**src/rtl/charge_accum_ctrl_pkg.sv**
```systemverilog
// Shared widths, saturation bounds and the issue-stage bundle
// for the charge accumulate controller.
package charge_pkg;

   localparam int ADDR_W   = 8;
   localparam int CHARGE_W = 16;
   localparam int WEIGHT_W = 8;

   localparam logic signed [CHARGE_W-1:0] CHARGE_MAX = 16'sh7FFF;
   localparam logic signed [CHARGE_W-1:0] CHARGE_MIN = 16'sh8000;

   typedef struct packed {
      logic                       valid;
      logic                       clear;
      logic [ADDR_W-1:0]          addr;
      logic signed [WEIGHT_W-1:0] weight;
   } stage_t;

endpackage

```
**src/rtl/charge_accum_ctrl_if.sv**
```systemverilog
// Event, fire and charge-RAM signals of the accumulate controller.
// slave = controller side, master = dispatch/RAM/consumer side.
interface charge_accum_ctrl_if;
   import charge_pkg::*;

   logic                in_valid;
   logic                in_ready;
   logic                in_clear;
   logic [ADDR_W-1:0]   in_addr;
   logic [WEIGHT_W-1:0] in_weight;
   logic [CHARGE_W-1:0] cfg_threshold;
   logic                fire_valid;
   logic                fire_ready;
   logic [ADDR_W-1:0]   fire_addr;
   logic [ADDR_W-1:0]   ram_rd_addr;
   logic                ram_rd_en;
   logic [CHARGE_W-1:0] ram_rd_data;
   logic [ADDR_W-1:0]   ram_wr_addr;
   logic                ram_wr_en;
   logic [CHARGE_W-1:0] ram_wr_data;
   logic                busy;

   modport slave (
      input  in_valid, in_clear, in_addr, in_weight,
      input  cfg_threshold, fire_ready, ram_rd_data,
      output in_ready, fire_valid, fire_addr,
      output ram_rd_addr, ram_rd_en,
      output ram_wr_addr, ram_wr_en, ram_wr_data,
      output busy
   );

   modport master (
      output in_valid, in_clear, in_addr, in_weight,
      output cfg_threshold, fire_ready, ram_rd_data,
      input  in_ready, fire_valid, fire_addr,
      input  ram_rd_addr, ram_rd_en,
      input  ram_wr_addr, ram_wr_en, ram_wr_data,
      input  busy
   );

endinterface

```
**src/rtl/charge_accum_ctrl_sat_add.sv**
```systemverilog
// Signed charge + signed weight adder clamped to the charge range.
module sat_add
   import charge_pkg::*;
(
   input  logic signed [CHARGE_W-1:0] a_i,
   input  logic signed [WEIGHT_W-1:0] b_i,
   output logic signed [CHARGE_W-1:0] sum_o
);

   logic [CHARGE_W:0] wide;

   always_comb begin
      wide = {a_i[CHARGE_W-1], a_i}
           + {{(CHARGE_W+1-WEIGHT_W){b_i[WEIGHT_W-1]}}, b_i};
      // top two bits disagree only on overflow
      case (wide[CHARGE_W -: 2])
         2'b01:   sum_o = CHARGE_MAX;
         2'b10:   sum_o = CHARGE_MIN;
         default: sum_o = wide[CHARGE_W-1:0];
      endcase
   end

endmodule

```
**src/rtl/charge_accum_ctrl.sv**
```systemverilog
// Two-stage read-modify-write of neuron charge with saturation,
// threshold fire and a one-entry forward for back-to-back events.
module charge_accum_ctrl
   import charge_pkg::*;
(
   input  logic                clk,
   input  logic                reset,
   charge_accum_ctrl_if.slave  bus
);

   stage_t                      s1_q, s1_d;
   logic                        fwd_valid_q, fwd_valid_d;
   logic [ADDR_W-1:0]           fwd_addr_q, fwd_addr_d;
   logic signed [CHARGE_W-1:0]  fwd_data_q, fwd_data_d;
   logic                        fire_valid_q, fire_valid_d;
   logic [ADDR_W-1:0]           fire_addr_q, fire_addr_d;

   logic                        accept;
   logic                        fwd_hit;
   logic                        fire_s2;
   logic signed [CHARGE_W-1:0]  old_chg;
   logic signed [CHARGE_W-1:0]  sum;
   logic signed [CHARGE_W-1:0]  wr_data;

   sat_add u_sat (
      .a_i   (old_chg),
      .b_i   (s1_q.weight),
      .sum_o (sum)
   );

   // RAM is read-before-write, so last cycle's write must bypass it
   always_comb begin
      fwd_hit = fwd_valid_q && (fwd_addr_q == s1_q.addr);
      old_chg = fwd_hit ? fwd_data_q : $signed(bus.ram_rd_data);
      fire_s2 = s1_q.valid && !s1_q.clear
             && (sum >= $signed(bus.cfg_threshold));
      wr_data = (s1_q.clear || fire_s2) ? '0 : sum;
   end

   assign bus.in_ready    = reset && !fire_valid_q && !fire_s2;
   assign accept          = bus.in_valid && bus.in_ready;
   assign bus.ram_rd_en   = accept && !bus.in_clear;
   assign bus.ram_rd_addr = bus.ram_rd_en ? bus.in_addr : '0;
   assign bus.ram_wr_en   = s1_q.valid;
   assign bus.ram_wr_addr = s1_q.valid ? s1_q.addr : '0;
   assign bus.ram_wr_data = s1_q.valid ? wr_data : '0;
   assign bus.fire_valid  = fire_valid_q;
   assign bus.fire_addr   = fire_addr_q;
   assign bus.busy        = s1_q.valid || fire_valid_q;

   always_comb begin
      s1_d         = s1_q;
      s1_d.valid   = accept;
      fwd_valid_d  = s1_q.valid;
      fwd_addr_d   = fwd_addr_q;
      fwd_data_d   = fwd_data_q;
      fire_valid_d = fire_valid_q;
      fire_addr_d  = fire_addr_q;
      if (accept) begin
         s1_d.clear  = bus.in_clear;
         s1_d.addr   = bus.in_addr;
         s1_d.weight = bus.in_weight;
      end
      if (s1_q.valid) begin
         fwd_addr_d = s1_q.addr;
         fwd_data_d = wr_data;
      end
      if (fire_s2) begin
         fire_valid_d = 1'b1;
         fire_addr_d  = s1_q.addr;
      end else if (bus.fire_ready) begin
         fire_valid_d = 1'b0;
      end
   end

   always_ff @(posedge clk or negedge reset) begin
      if (!reset) begin
         s1_q         <= '0;
         fwd_valid_q  <= 1'b0;
         fwd_addr_q   <= '0;
         fwd_data_q   <= '0;
         fire_valid_q <= 1'b0;
         fire_addr_q  <= '0;
      end else begin
         s1_q         <= s1_d;
         fwd_valid_q  <= fwd_valid_d;
         fwd_addr_q   <= fwd_addr_d;
         fwd_data_q   <= fwd_data_d;
         fire_valid_q <= fire_valid_d;
         fire_addr_q  <= fire_addr_d;
      end
   end

endmodule

```
**src/flat_wrapper.sv**
```systemverilog
// flat-port wrapper written by rule: the top's interface ports become plain ports
module charge_accum_ctrl_flat import charge_pkg::*;
  (clk, reset, bus_in_valid, bus_in_clear, bus_in_addr, bus_in_weight, bus_cfg_threshold, bus_fire_ready, bus_ram_rd_data, bus_in_ready, bus_fire_valid, bus_fire_addr, bus_ram_rd_addr, bus_ram_rd_en, bus_ram_wr_addr, bus_ram_wr_en, bus_ram_wr_data, bus_busy);
  charge_accum_ctrl_if bus_i ();
  input  logic clk;
  input  logic reset;
  input wire logic [$bits(bus_i.in_valid)-1:0] bus_in_valid;
  input wire logic [$bits(bus_i.in_clear)-1:0] bus_in_clear;
  input wire logic [$bits(bus_i.in_addr)-1:0] bus_in_addr;
  input wire logic [$bits(bus_i.in_weight)-1:0] bus_in_weight;
  input wire logic [$bits(bus_i.cfg_threshold)-1:0] bus_cfg_threshold;
  input wire logic [$bits(bus_i.fire_ready)-1:0] bus_fire_ready;
  input wire logic [$bits(bus_i.ram_rd_data)-1:0] bus_ram_rd_data;
  output wire logic [$bits(bus_i.in_ready)-1:0] bus_in_ready;
  output wire logic [$bits(bus_i.fire_valid)-1:0] bus_fire_valid;
  output wire logic [$bits(bus_i.fire_addr)-1:0] bus_fire_addr;
  output wire logic [$bits(bus_i.ram_rd_addr)-1:0] bus_ram_rd_addr;
  output wire logic [$bits(bus_i.ram_rd_en)-1:0] bus_ram_rd_en;
  output wire logic [$bits(bus_i.ram_wr_addr)-1:0] bus_ram_wr_addr;
  output wire logic [$bits(bus_i.ram_wr_en)-1:0] bus_ram_wr_en;
  output wire logic [$bits(bus_i.ram_wr_data)-1:0] bus_ram_wr_data;
  output wire logic [$bits(bus_i.busy)-1:0] bus_busy;
  assign bus_i.in_valid = bus_in_valid;
  assign bus_i.in_clear = bus_in_clear;
  assign bus_i.in_addr = bus_in_addr;
  assign bus_i.in_weight = bus_in_weight;
  assign bus_i.cfg_threshold = bus_cfg_threshold;
  assign bus_i.fire_ready = bus_fire_ready;
  assign bus_i.ram_rd_data = bus_ram_rd_data;
  assign bus_in_ready = bus_i.in_ready;
  assign bus_fire_valid = bus_i.fire_valid;
  assign bus_fire_addr = bus_i.fire_addr;
  assign bus_ram_rd_addr = bus_i.ram_rd_addr;
  assign bus_ram_rd_en = bus_i.ram_rd_en;
  assign bus_ram_wr_addr = bus_i.ram_wr_addr;
  assign bus_ram_wr_en = bus_i.ram_wr_en;
  assign bus_ram_wr_data = bus_i.ram_wr_data;
  assign bus_busy = bus_i.busy;
  charge_accum_ctrl u_core (.clk(clk), .reset(reset), .bus(bus_i));
endmodule
```
**config.mk**
```make
export PLATFORM = sky130hd
export DESIGN_NAME = charge_accum_ctrl_flat
export DESIGN_NICKNAME = d
export VERILOG_FILES = /design/src/rtl/charge_accum_ctrl_pkg.sv /design/src/rtl/charge_accum_ctrl_if.sv /design/src/rtl/charge_accum_ctrl_sat_add.sv /design/src/rtl/charge_accum_ctrl.sv /design/src/flat_wrapper.sv
export SDC_FILE = /design/constraint.sdc
export NUM_CORES = 1
export LEC_CHECK = 0
export CAP_MARGIN = 10
export CORE_ASPECT_RATIO = 1.25
export CORE_MARGIN = 2
export CORE_UTILIZATION = 30
export DETAILED_ROUTE_END_ITERATION = 16
export MAX_ROUTING_LAYER = met4
export PLACE_DENSITY = 0.55
export RECOVER_POWER = 50
export REMOVE_ABC_BUFFERS = 1
export SKIP_LAST_GASP = 1
export SLEW_MARGIN = 20
export SYNTH_ARGS = -nofsm -noshare
export SYNTH_HDL_FRONTEND = slang
export SYNTH_SLANG_ARGS = --single-unit
```
**constraint.sdc**
```tcl
create_clock -name clk -period 17.1 [get_ports clk]
set_input_delay 3.42 -clock clk [delete_from_list [all_inputs] [get_ports clk]]
set_output_delay 3.42 -clock clk [all_outputs]
set_load 0.02 [all_outputs]
```
==> flow_summary.yaml <==
status:
  status: "finished, violations left"
  violations: "max-capacitance violations, max-slew violations"
run:
  drv_cap: 1
pwr:
  p_per_area_nw_per_um2: 211.3
  power_leakage_uw: 0.002431
  p_switching_uw: 514.0
  seqPwrFrac_pct: 19.6
  clkPwrFrac_pct: 9.7
  ir_drop_mv: 0.1069
  netSwitchingFraction_pct: 47.99
  intPower_uw: 557.1
  combPwrFrac_pct: 70.7
grt:
  grt_pass1_wl_um: 16990
  grtUsageTotal_pct: 16.35
  grt_pass1_vias: 3317
  antenna_found_initial: 0
  grt_start_max_net_pins: 55
  grt-ovfl-total: 0
worst_setup_path:
  path_class: "input port to primary output"
  reg2reg_from: "u_core.s1_q[14]$_DFFE_PN0P_"
  crit_start: "bus_ram_rd_data[0]"
  path_max_fanout: 24
  crit_end: "bus_ram_rd_addr[6]"
  endpoint_kind: "primary output"
  worst-path-buf-inv: 5
  crit_required_ns: 13.68
  timing.rr.end: "u_core.s1_q[15]$_DFFE_PN0P_"
  reg2reg_slack_ns: 8.59
  worst_path_largest_cell_delay_ns: 0.76
  critPathLaunchType: "input port"
  r2r_cells: 28
  arrival_ns: 11.09
  crit_family: "simple AND/OR/NAND/NOR gates"
  cp.depth: 27
  slowest_stage: "ha_1"
detailed_routing:
  avgViaCountPerCell: 4.834
  highest-signal-layer: "met4"
  drt-initial-drc-count: 60
  wl_per_cell_um: 16.24
  routed-wl-met2_um: 5274
  dr.pass1.iters: 4
  routed_wl_um: 10540
  num_vias: 3137
  dr_wl_met3_um: 618
  ant_nets: 0
  route.detailed.drc: 0
  wl_met1_um: 4544
finish:
  fillers: 1231
  nets: 571
  final_cells: 649
  antenna_cells: 0
  area_growth_pct: 33.83
  final_layout_size_suffix_gt1_share_pct: 11.96
  fin_area_um2: 5069
timing:
  clock.fmax_ghz: 0.06891
  grt_setup_unrepaired: "false"
  hold_viol: 0
  min_period_ns: 14.51
  finalSetupViolations: 0
  tns_ns: 0
  min_period_over_period_pct: 84.87
  clock-skew-final_ns: 0.007717
  worst_slew_pin_slew_ns: 2.939
  relSlewSlack_pct: -95.92
  drv_slew: 55
placed_design:
  io_buffers: 97
  dp.cells: 641
  dpl.hpwl_um: 8193
  place_congestion: 0.8006
  dpl_cell_area_um2: 4926
synthesis:
  synthTopCellsByArea: "dfrtp_1 34%, ha_1 11%, mux2_2 9.5%, a21o_1 6.5%, a21oi_1 4.5%"
  syn_area_um2: 3787
  syn_area_per_cell_um2: 9.711
  synth_seq_cells: 52
  yosysWarnings: 0
  synth_edf_count: 0
  synthArstFlopShare_pct: 100.0
  ys.flop_type: "dfrtp_1"
  yosysSeqAreaShare_pct: 34.36
  synth.most_common_cell: "dfrtp_1"
  yosysTopAreaCell: "dfrtp_1"
  yosys-top-cells-count: "52 x dfrtp_1, 34 x a21oi_1, 34 x nand2_1, 33 x a21o_1, 33 x ha_1"
  synth_cells: 390
  yosys.area.top_type_share_pct: 34.36
  yosysUniqueCellTypes: 49
min_path:
  min_path_type: "flop to flop"
  worstHoldPathCells: 1
cts:
  cts_root_buf: "clkbuf_16"
  clk_pin_slew_ns: 0.07
  h-tree-depth: 2
  cts_resized: 0
  cts_buffers: 5
  cts_hold_buf: 0
  cts_tree: "yes"
  clock_path_buffers: 2
  cts_setup_buffers: 0
  cts.sinks: 52
  insertion_delay_ns: 0.30
floorplanning:
  dieHeight_um: 129.6
  die_area_um2: 13540
  initial_core_util_pct: 31.00
  num_rows: 45
  die_w_um: 104.5
  core_area_um2: 12220
  pin_count: 98
[power by group through the flow]
stage | Sequential (uW) | Combinational, uW | Clock [uW]
floorplan | 215 | 545 | 0
global route | 218 | 854 | 112
CTS | 211 | 769 | 108
finish | 210 | 757 | 104
detailed placement | 213 | 763 | 0
global placement | 212 | 756 | 0
[worst reg2reg max path, delay by kind of cell, from the launching register on]
family / cells / cell delay (ns)
AO/OA/AOI/OAI: 5 / 1.23
flip-flops: 1 / 0.41
AND/OR/NAND/NOR: 11 / 3.12
XOR/XNOR: 1 / 0.17
multiplexers: 3 / 0.89
buffers and inverters: 4 / 0.95
adder cells (fa/ha/maj): 4 / 1.63
[how the worst min path moves through the flow]
stage | start | end | slack, ns
after floorplan | u_core.fwd_data_q[0]$_DFFE_PN0P_ | u_core.fwd_data_q[0]$_DFFE_PN0P_ | 0.44
after global placement | u_core.fwd_data_q[1]$_DFFE_PN0P_ | u_core.fwd_data_q[1]$_DFFE_PN0P_ | 0.45
after detailed placement | u_core.fwd_data_q[2]$_DFFE_PN0P_ | u_core.fwd_data_q[2]$_DFFE_PN0P_ | 0.46
after CTS | u_core.fwd_data_q[10]$_DFFE_PN0P_ | u_core.fwd_data_q[10]$_DFFE_PN0P_ | 0.48
after global routing | u_core.fwd_data_q[10]$_DFFE_PN0P_ | u_core.fwd_data_q[10]$_DFFE_PN0P_ | 0.50
final | u_core.fwd_data_q[2]$_DFFE_PN0P_ | u_core.fwd_data_q[2]$_DFFE_PN0P_ | 0.47
[through the flow]
| stage | total power (uW) | hold WS (ns) | utilization (%) | setup WS (ns) |
|---|---|---|---|---|
| 2_1_floorplan | 759.8 | 0.4441 | - | 4.041 |
| 3_3_place_gp | 968.1 | 0.4527 | 40.32 | 2.734 |
| 3_5_place_dp | 975.3 | 0.4597 | 40.32 | 2.541 |
| 4_1_cts | 1088 | 0.4773 | 41.52 | 2.540 |
| 5_1_grt | 1183 | 0.4956 | 41.48 | 2.025 |
| 6_report | 1071 | 0.4736 | 41.48 | 2.588 |
[registers in the layout, indices dropped and copies added (netlist names)]
signal and cells:
u_core.bus.fire_valid 1, u_core.fwd_data_q 16, u_core.bus.fire_addr 8, u_core.fwd_addr_q 8, u_core.s1_q 17, u_core.bus.ram_wr_en 1
u_core.fwd_valid_q 1
[cell usage in the layout (no fill, tap or decap), drive strengths merged, types with 3 or more instances in the layout]
| master | instances |
|---|---|
| a211oi | 3 |
| a21boi | 4 |
| a21o | 33 |
| a21oi | 34 |
| a31oi | 3 |
| and2 | 9 |
| buf | 4 |
| clkbuf | 7 |
| clkdlybuf4s50 | 83 |
| dfrtp | 52 |
| dlygate4sd3 | 13 |
| ha | 33 |
| inv | 27 |
| mux2 | 42 |
| nand2 | 34 |
| nand2b | 6 |
| nand3 | 6 |
| nand4 | 4 |
| nor2 | 16 |
| nor3b | 9 |
| o211ai | 7 |
| o21ai | 7 |
| o2bb2ai | 4 |
| or3 | 3 |
| xnor2 | 7 |
| xor2 | 12 |
[cells by family after synthesis]
family	count (synthesis)	share of synthesized area (%)
AOI/OAI and AO/OA	105	18.40
xor gates and xnor gates	19	4.394
adders and majority gates	34	11.43
buffers and inverters	39	4.361
DFF	52	34.36
muxes	43	13.74
and+or+nand+nor	98	13.31
[area by class of cell]
class	instances	area [um2]	share of cell area [%]
Clock buffer	6	128.9	2.543
Timing Repair Buffer	101	992.2	19.58
Sequential cell	52	1301	25.67
Clock inverter	2	17.52	0.3456
Tap cell	164	205.2	4.048
Multi-Input combinational cell	299	2330	45.96
Inverter	25	93.84	1.851
[routing by layer]
metal	GRT usage [%]	vias up
li1	-	1583
met1	19.60	1460
met2	28.41	86
met3	4.125	8
met4	2.464	0
met5	-	-
Power figures use the tool's default switching activity.
==> patch 1, RTL diff (config.mk and constraints unchanged) <==
Change the package constant `CHARGE_MAX` from 16'sh7FFF to 16'sh3FFF.
--- a/src/rtl/charge_accum_ctrl_pkg.sv
+++ b/src/rtl/charge_accum_ctrl_pkg.sv
@@ -7,5 +7,5 @@
    localparam int WEIGHT_W = 8;
 
-   localparam logic signed [CHARGE_W-1:0] CHARGE_MAX = 16'sh7FFF;
+   localparam logic signed [CHARGE_W-1:0] CHARGE_MAX = 16'sh3FFF;
    localparam logic signed [CHARGE_W-1:0] CHARGE_MIN = 16'sh8000;
 
Formal check against the unedited RTL: not equivalent (a bounded check fails within 4 cycles, from zero or initial values and one cycle with reset low).
==> patch 1 against the original RTL <==
The run still ends with max-capacitance violations, max-slew violations left. Total power up 5.7%. Design area is 1.0% higher. Wire length up 4.7%. Sequential share of layout area fell by 0.26 points. Worst setup slack better by 220 ps. Sequential cell count unchanged. Critical path depth down 4. Core utilization down 0.67 points. Area after synthesis is 0.96% higher. Cell count is 0.62% higher. Count of clock-buffer cells in the layout up 1.
==> patch 1: results (changes against the original RTL) <==
- Max_slew headroom: -102% (was -95.9%)
- Met3 global-route usage: 3.10% (was 4.12%)
- Top cells by area, synth: dfrtp_1 (34%), ha_1 (11%), mux2_2 (9.1%), mux2_4 (3.9%), a21o_1 (3.5%) (was dfrtp_1 (34%), ha_1 (11%), mux2_2 (9.5%), a21o_1 (6.5%), a21oi_1 (4.5%))
- Filler instances: 1336 (was 1231)
- Max Clock Skew: 6.98 ps (was 7.72 ps)
- Clk cell area share: 2.93% (was 2.89%)
- Detail Route met3 WL: 452 um (was 618 um)
- Post-Route WL: 11.0 mm (was 10.5 mm)
- Max FO, Critical Path: 27 (was 24)
- Sw Pwr: 0.000563 W (was 0.000514 W)
- Fin area: 5120 sq um (was 5070 sq um)
- Drt first-iter violations: 106 (was 60)
- LEAKAGE: 2.33 nW (was 2.43 nW)
- Max VDD drop: 0.0705 mV (was 0.107 mV)
- WL met1: 4.51 mm (was 4.54 mm)
- Initial antenna violation count: 0 (unchanged)
- Wire per inst: 16.9 um (was 16.2 um)
- Crit-path slowest cell: or4b_2 (was ha_1)
- Clk_lat worst skew: approximately 290 ps
- Post-CTS Setup Inserts: 0 (unchanged)
- Post-synth cell types: 54 (was 49)
- Design internal power: 0.000569 W (was 0.000557 W)
- Plain + repair buffers: 102 (was 101)
- Hpwl dp: 8.50 mm (was 8.19 mm)
- HP Class: reg -> reg (unchanged)
- MaxCap Viol Count: 1 (unchanged)
- Place WS: 2800 ps (was 2540 ps)
- Fraction of area in multi-input gates: 46.0% (about the same)
- Seq area share: 25.4% (was 25.7%)
- DRT Pass-1 Iters: 4 (unchanged)
- Status: complete, but fails checks (unchanged)
- Critical path arrival: 10870 ps (was 11090 ps)
- Count of pins over their slew limit: 55 (unchanged)
- Inst Count DP: 645 (was 641)
- Layout clock buffers: 7 (was 6)
- Dominant synthesized flop cell: dfrtp_1 (unchanged)
- Met1 usage: 18.9% (was 19.6%)
- Clock network fraction of design power: 9.2% (was 9.7%)
- Slowest Stage Delay on Critical Path: 670 ps (was 760 ps)
- Synth cell count leaders: dfrtp_1 (52), nor2_1 (34), ha_1 (33) (was dfrtp_1 (52), a21oi_1 (34), nand2_1 (34))
- #MultiIn Comb: 294 (was 299)
- Number of CTS-inserted buffers: 5 (unchanged)
- M2 GR Usage: 31.3% (was 28.4%)
- Layout cells sized above 1: 11.5% (was 12.0%)
- Routed length on met2: 5.89 mm (was 5.27 mm)
- Area after DPL: 4980 sq um (was 4930 sq um)
- First-pass GRT wire length: 17.7 mm (was 17.0 mm)
- Yosys warning total: 0 (unchanged)
- Via count: 3272 (was 3137)
- Non-clock inverters: 29 (was 25)
- GRT Util Overall: 17.0% (was 16.4%)
- Number of global-route vias before repair: 3456 (was 3317)
- Signal buffers share of area: 19.4% (was 19.6%)
- Row cnt: 46 (was 45)
- Antenna Cells: 0 (unchanged)
- Failing checks: max-capacitance violations, max-slew violations (unchanged)
- RD Place Congestion: 0.806 (was 0.801)
- Sequential area share after synthesis: 34.0% (was 34.4%)
## patch 1: cells by family after synthesis
| family | share of synthesized area (%) |
|---|---|
| flops | 34.0 |
| fa+ha+maj | 11.3 |
| buf+inv | 4.61 |
| simple gates | 13.4 |
| mux | 13.8 |
| xor+xnor | 4.81 |
| compound gates | 17.9 |
## patch 1: path summary, 6_finish.rpt
kind | startpoint | end | slack [ps] | depth (start not counted)
max reg2reg | u_core.s1_q[14] | u_core.s1_q[8] | 8700 | 26
min | u_core.fwd_data_q[14] | u_core.fwd_data_q[14] | 470 | 1
min reg2reg | u_core.fwd_data_q[14] | u_core.fwd_data_q[14] | 470 | 1
max | bus_ram_rd_data[0] | bus_ram_rd_addr[4] | 2810 | 23
max in group asynchronous | reset | u_core.bus.fire_addr[3] | 11170 | 2
min in group asynchronous | reset | u_core.s1_q[13] | 4200 | 2
==> patch 2, RTL diff (config.mk and constraints unchanged) <==
Without the edit above. `fwd_addr_q` no longer has a reset.
--- a/src/rtl/charge_accum_ctrl.sv
+++ b/src/rtl/charge_accum_ctrl.sv
@@ -78,5 +78,4 @@
          s1_q         <= '0;
          fwd_valid_q  <= 1'b0;
-         fwd_addr_q   <= '0;
          fwd_data_q   <= '0;
          fire_valid_q <= 1'b0;
@@ -85,5 +84,4 @@
          s1_q         <= s1_d;
          fwd_valid_q  <= fwd_valid_d;
-         fwd_addr_q   <= fwd_addr_d;
          fwd_data_q   <= fwd_data_d;
          fire_valid_q <= fire_valid_d;
@@ -92,4 +90,8 @@
    end
 
+   always_ff @(posedge clk) begin
+      fwd_addr_q <= fwd_addr_d;
+   end
+
 endmodule
 
Function: same outputs for any inputs over 10 cycles, from zero or initial values and one cycle with reset low; that may be too few to reach the edited logic, so the function may still have changed.
==> patch 2 against the original RTL <==
Worst hold slack gained 1.0 ps. Wire length grew 0.91%. Design area grew 0.35%. Combinational power rose by 13%. Critical path type unchanged. Total power increased by 10%. Sequential cell count unchanged. Non-clock buffer count shrank 2. Worst setup slack improved by 800 ps. The run still ends with max-capacitance violations, max-slew violations left. Maximum frequency is 5.8% higher. Sequential share of layout area is 0.70 points higher. Area after synthesis grew 0.63%. Cell count is 0.77% lower. Core utilization decreased by 0.95 points.
==> patch 2: results (changes against the original RTL) <==
- Status: complete, but fails checks (unchanged)
- Failing checks: max-capacitance violations, max-slew violations (unchanged)
- Top cells by area, synth: dfrtp_1 (29%), ha_1 (11%), mux2_2 (9.8%), edfxtp_1 (6.3%), a21oi_1 (3.7%) (was dfrtp_1 (34%), ha_1 (11%), mux2_2 (9.5%), a21o_1 (6.5%), a21oi_1 (4.5%))
- Post-Route WL: 10.6 mm (was 10.5 mm)
- Number of buffers added on ports: 97 (unchanged)
- Max Clock Skew: 6.60 ps (was 7.72 ps)
- Number of global-route vias before repair: 3314 (was 3317)
- Synth cell count leaders: dfrtp_1 (44), ha_1 (33), mux2_2 (33), nor2_1 (33), a21oi_1 (28) (was dfrtp_1 (52), a21oi_1 (34), nand2_1 (34))
- Count of pins over their slew limit: 47 (was 55)
- Dominant synthesized flop cell: dfrtp_1 (unchanged)
- LEAKAGE: 2.19 nW (was 2.43 nW)
- Sequential area share after synthesis: 35.2% (was 34.4%)
- Antenna Cells: 0 (unchanged)
- GRT Util Overall: 16.3% (was 16.4%)
- MaxCap Viol Count: 1 (unchanged)
- Layout cells sized above 1: 13.4% (was 12.0%)
- Post-CTS Resized: 0 (unchanged)
- Post-synth cell types: 56 (was 49)
- Worst Tran Pin Value: 2700 ps (was 2940 ps)
- EDFF count, synth: 8 (was 0)
- Detail-routed via count per cell: 4.88 (was 4.83)
- Layout Nets: 562 (was 571)
- Post-synthesis mux area share: 14.0% (was 13.7%)
- Async SR Flop Fraction: 84.6% (was 100%)
- Switching Share: 51.1% (was 48.0%)
- First-pass GRT wire length: 17.0 mm (about the same)
- Hpwl dp: 8.01 mm (was 8.19 mm)
- Hold path depth: 1 (unchanged)
- Synth Area in Adders: 11.4% (about the same)
- Drt first-iter violations: 92 (was 60)
- RD Place Congestion: 0.839 (was 0.801)
- Post-synthesis compound-gate area fraction: 16.7% (was 18.4%)
- Post-Layout Cell Count: 644 (was 649)
- Clk_lat worst skew: 300 ps (about the same)
- Place WS: 3380 ps (was 2540 ps)
- Yosys warning total: 0 (unchanged)
- XOR/XNOR share of the synthesized area: 4.37% (was 4.39%)
- Max FO, Critical Path: 24 (unchanged)
- R2R cell count: 25 (was 28)
- Largest net degree at the start of global routing: 47 (was 55)
- Critical path arrival: 10290 ps (was 11090 ps)
- Max VDD drop: 0.0925 mV (was 0.107 mV)
- Root buffer cell: clkbuf_16 (unchanged)
- Area after DPL: 4930 sq um (about the same)
- Synthesized area per cell: 9.92 sq um (was 9.71 sq um)
==> patch 2: final timing paths <==
kind	from	slack, ps	end
max in group asynchronous	reset	11500	u_core.s1_q[4]
min in group asynchronous	reset	4070	u_core.bus.fire_addr[0]
hold reg to reg	u_core.fwd_data_q[0]	470	u_core.fwd_data_q[0]
hold / removal	u_core.fwd_data_q[0]	470	u_core.fwd_data_q[0]
setup / recovery	bus_ram_rd_data[3]	3390	bus_ram_wr_data[9]
setup reg to reg	u_core.s1_q[13]	9240	u_core.fwd_data_q[3]
==> patch 2: per-stage QoR <==
step                      util [%]  hold slack (ps)
after floorplan                  -              444
after global placement        39.3              453
after detailed placement      39.3              464
after CTS                     40.6              480
after global routing          40.5              486
final                         40.5              475
==> patch 2: final cells by class <==
| class | instances | area, sq um |
|---|---|---|
| Fill cell | 1333 | 7460 |
| Multi-Input combinational cell | 292 | 2310 |
| Sequential cell | 52 | 1340 |
| Timing Repair Buffer | 99 | 977 |
| Tap cell | 168 | 210 |
| Clock buffer | 6 | 139 |
| Inverter | 25 | 93.8 |
| Clock inverter | 2 | 17.5 |
==> patch 2: power groups by stage <==
stage	Combinational, W	Sequential (W)	Clock [W]
after detailed placement	0.000861	0.000215	0
after CTS	0.000867	0.000214	0.000113
after global routing	0.000955	0.000220	0.000116
final	0.000859	0.000212	0.000109
after floorplan	0.000598	0.000216	0
after global placement	0.000860	0.000213	0
==> patch 2: worst max-delay path, cell delays in order <==
cell and delay (ps):
clkdlybuf4s50_1 400, mux2_2 280, ha_1 350, o211ai_1 110
o21a_1 230, a221o_1 380, a21oi_2 280, xor2_1 140
ha_1 670, nor2b_1 180, mux2_2 400, a21oi_1 350
nor2_1 80, ha_1 330, nand4_1 140, or4_1 520
a31o_1 210, a32oi_2 240, or3_1 790, nor2_1 190
clkdlybuf4s50_1 600
==> patch 2: logic make-up after synthesis <==
family | count (synthesis)
AND/OR/NAND/NOR | 105
AO/OA/AOI/OAI | 89
flip-flops | 52
multiplexers | 45
buffers and inverters | 40
adder cells (fa/ha/maj) | 34
XOR/XNOR | 19
==> patch 2: routing by layer <==
metal  vias up  routed length (um)  GRT usage [%]
met3        11                 562           3.25
met5         -                   0              -
met4         0                 180           5.25
met2        95                5210           27.7
met1      1482                4690           19.5
li1       1555                   -              -
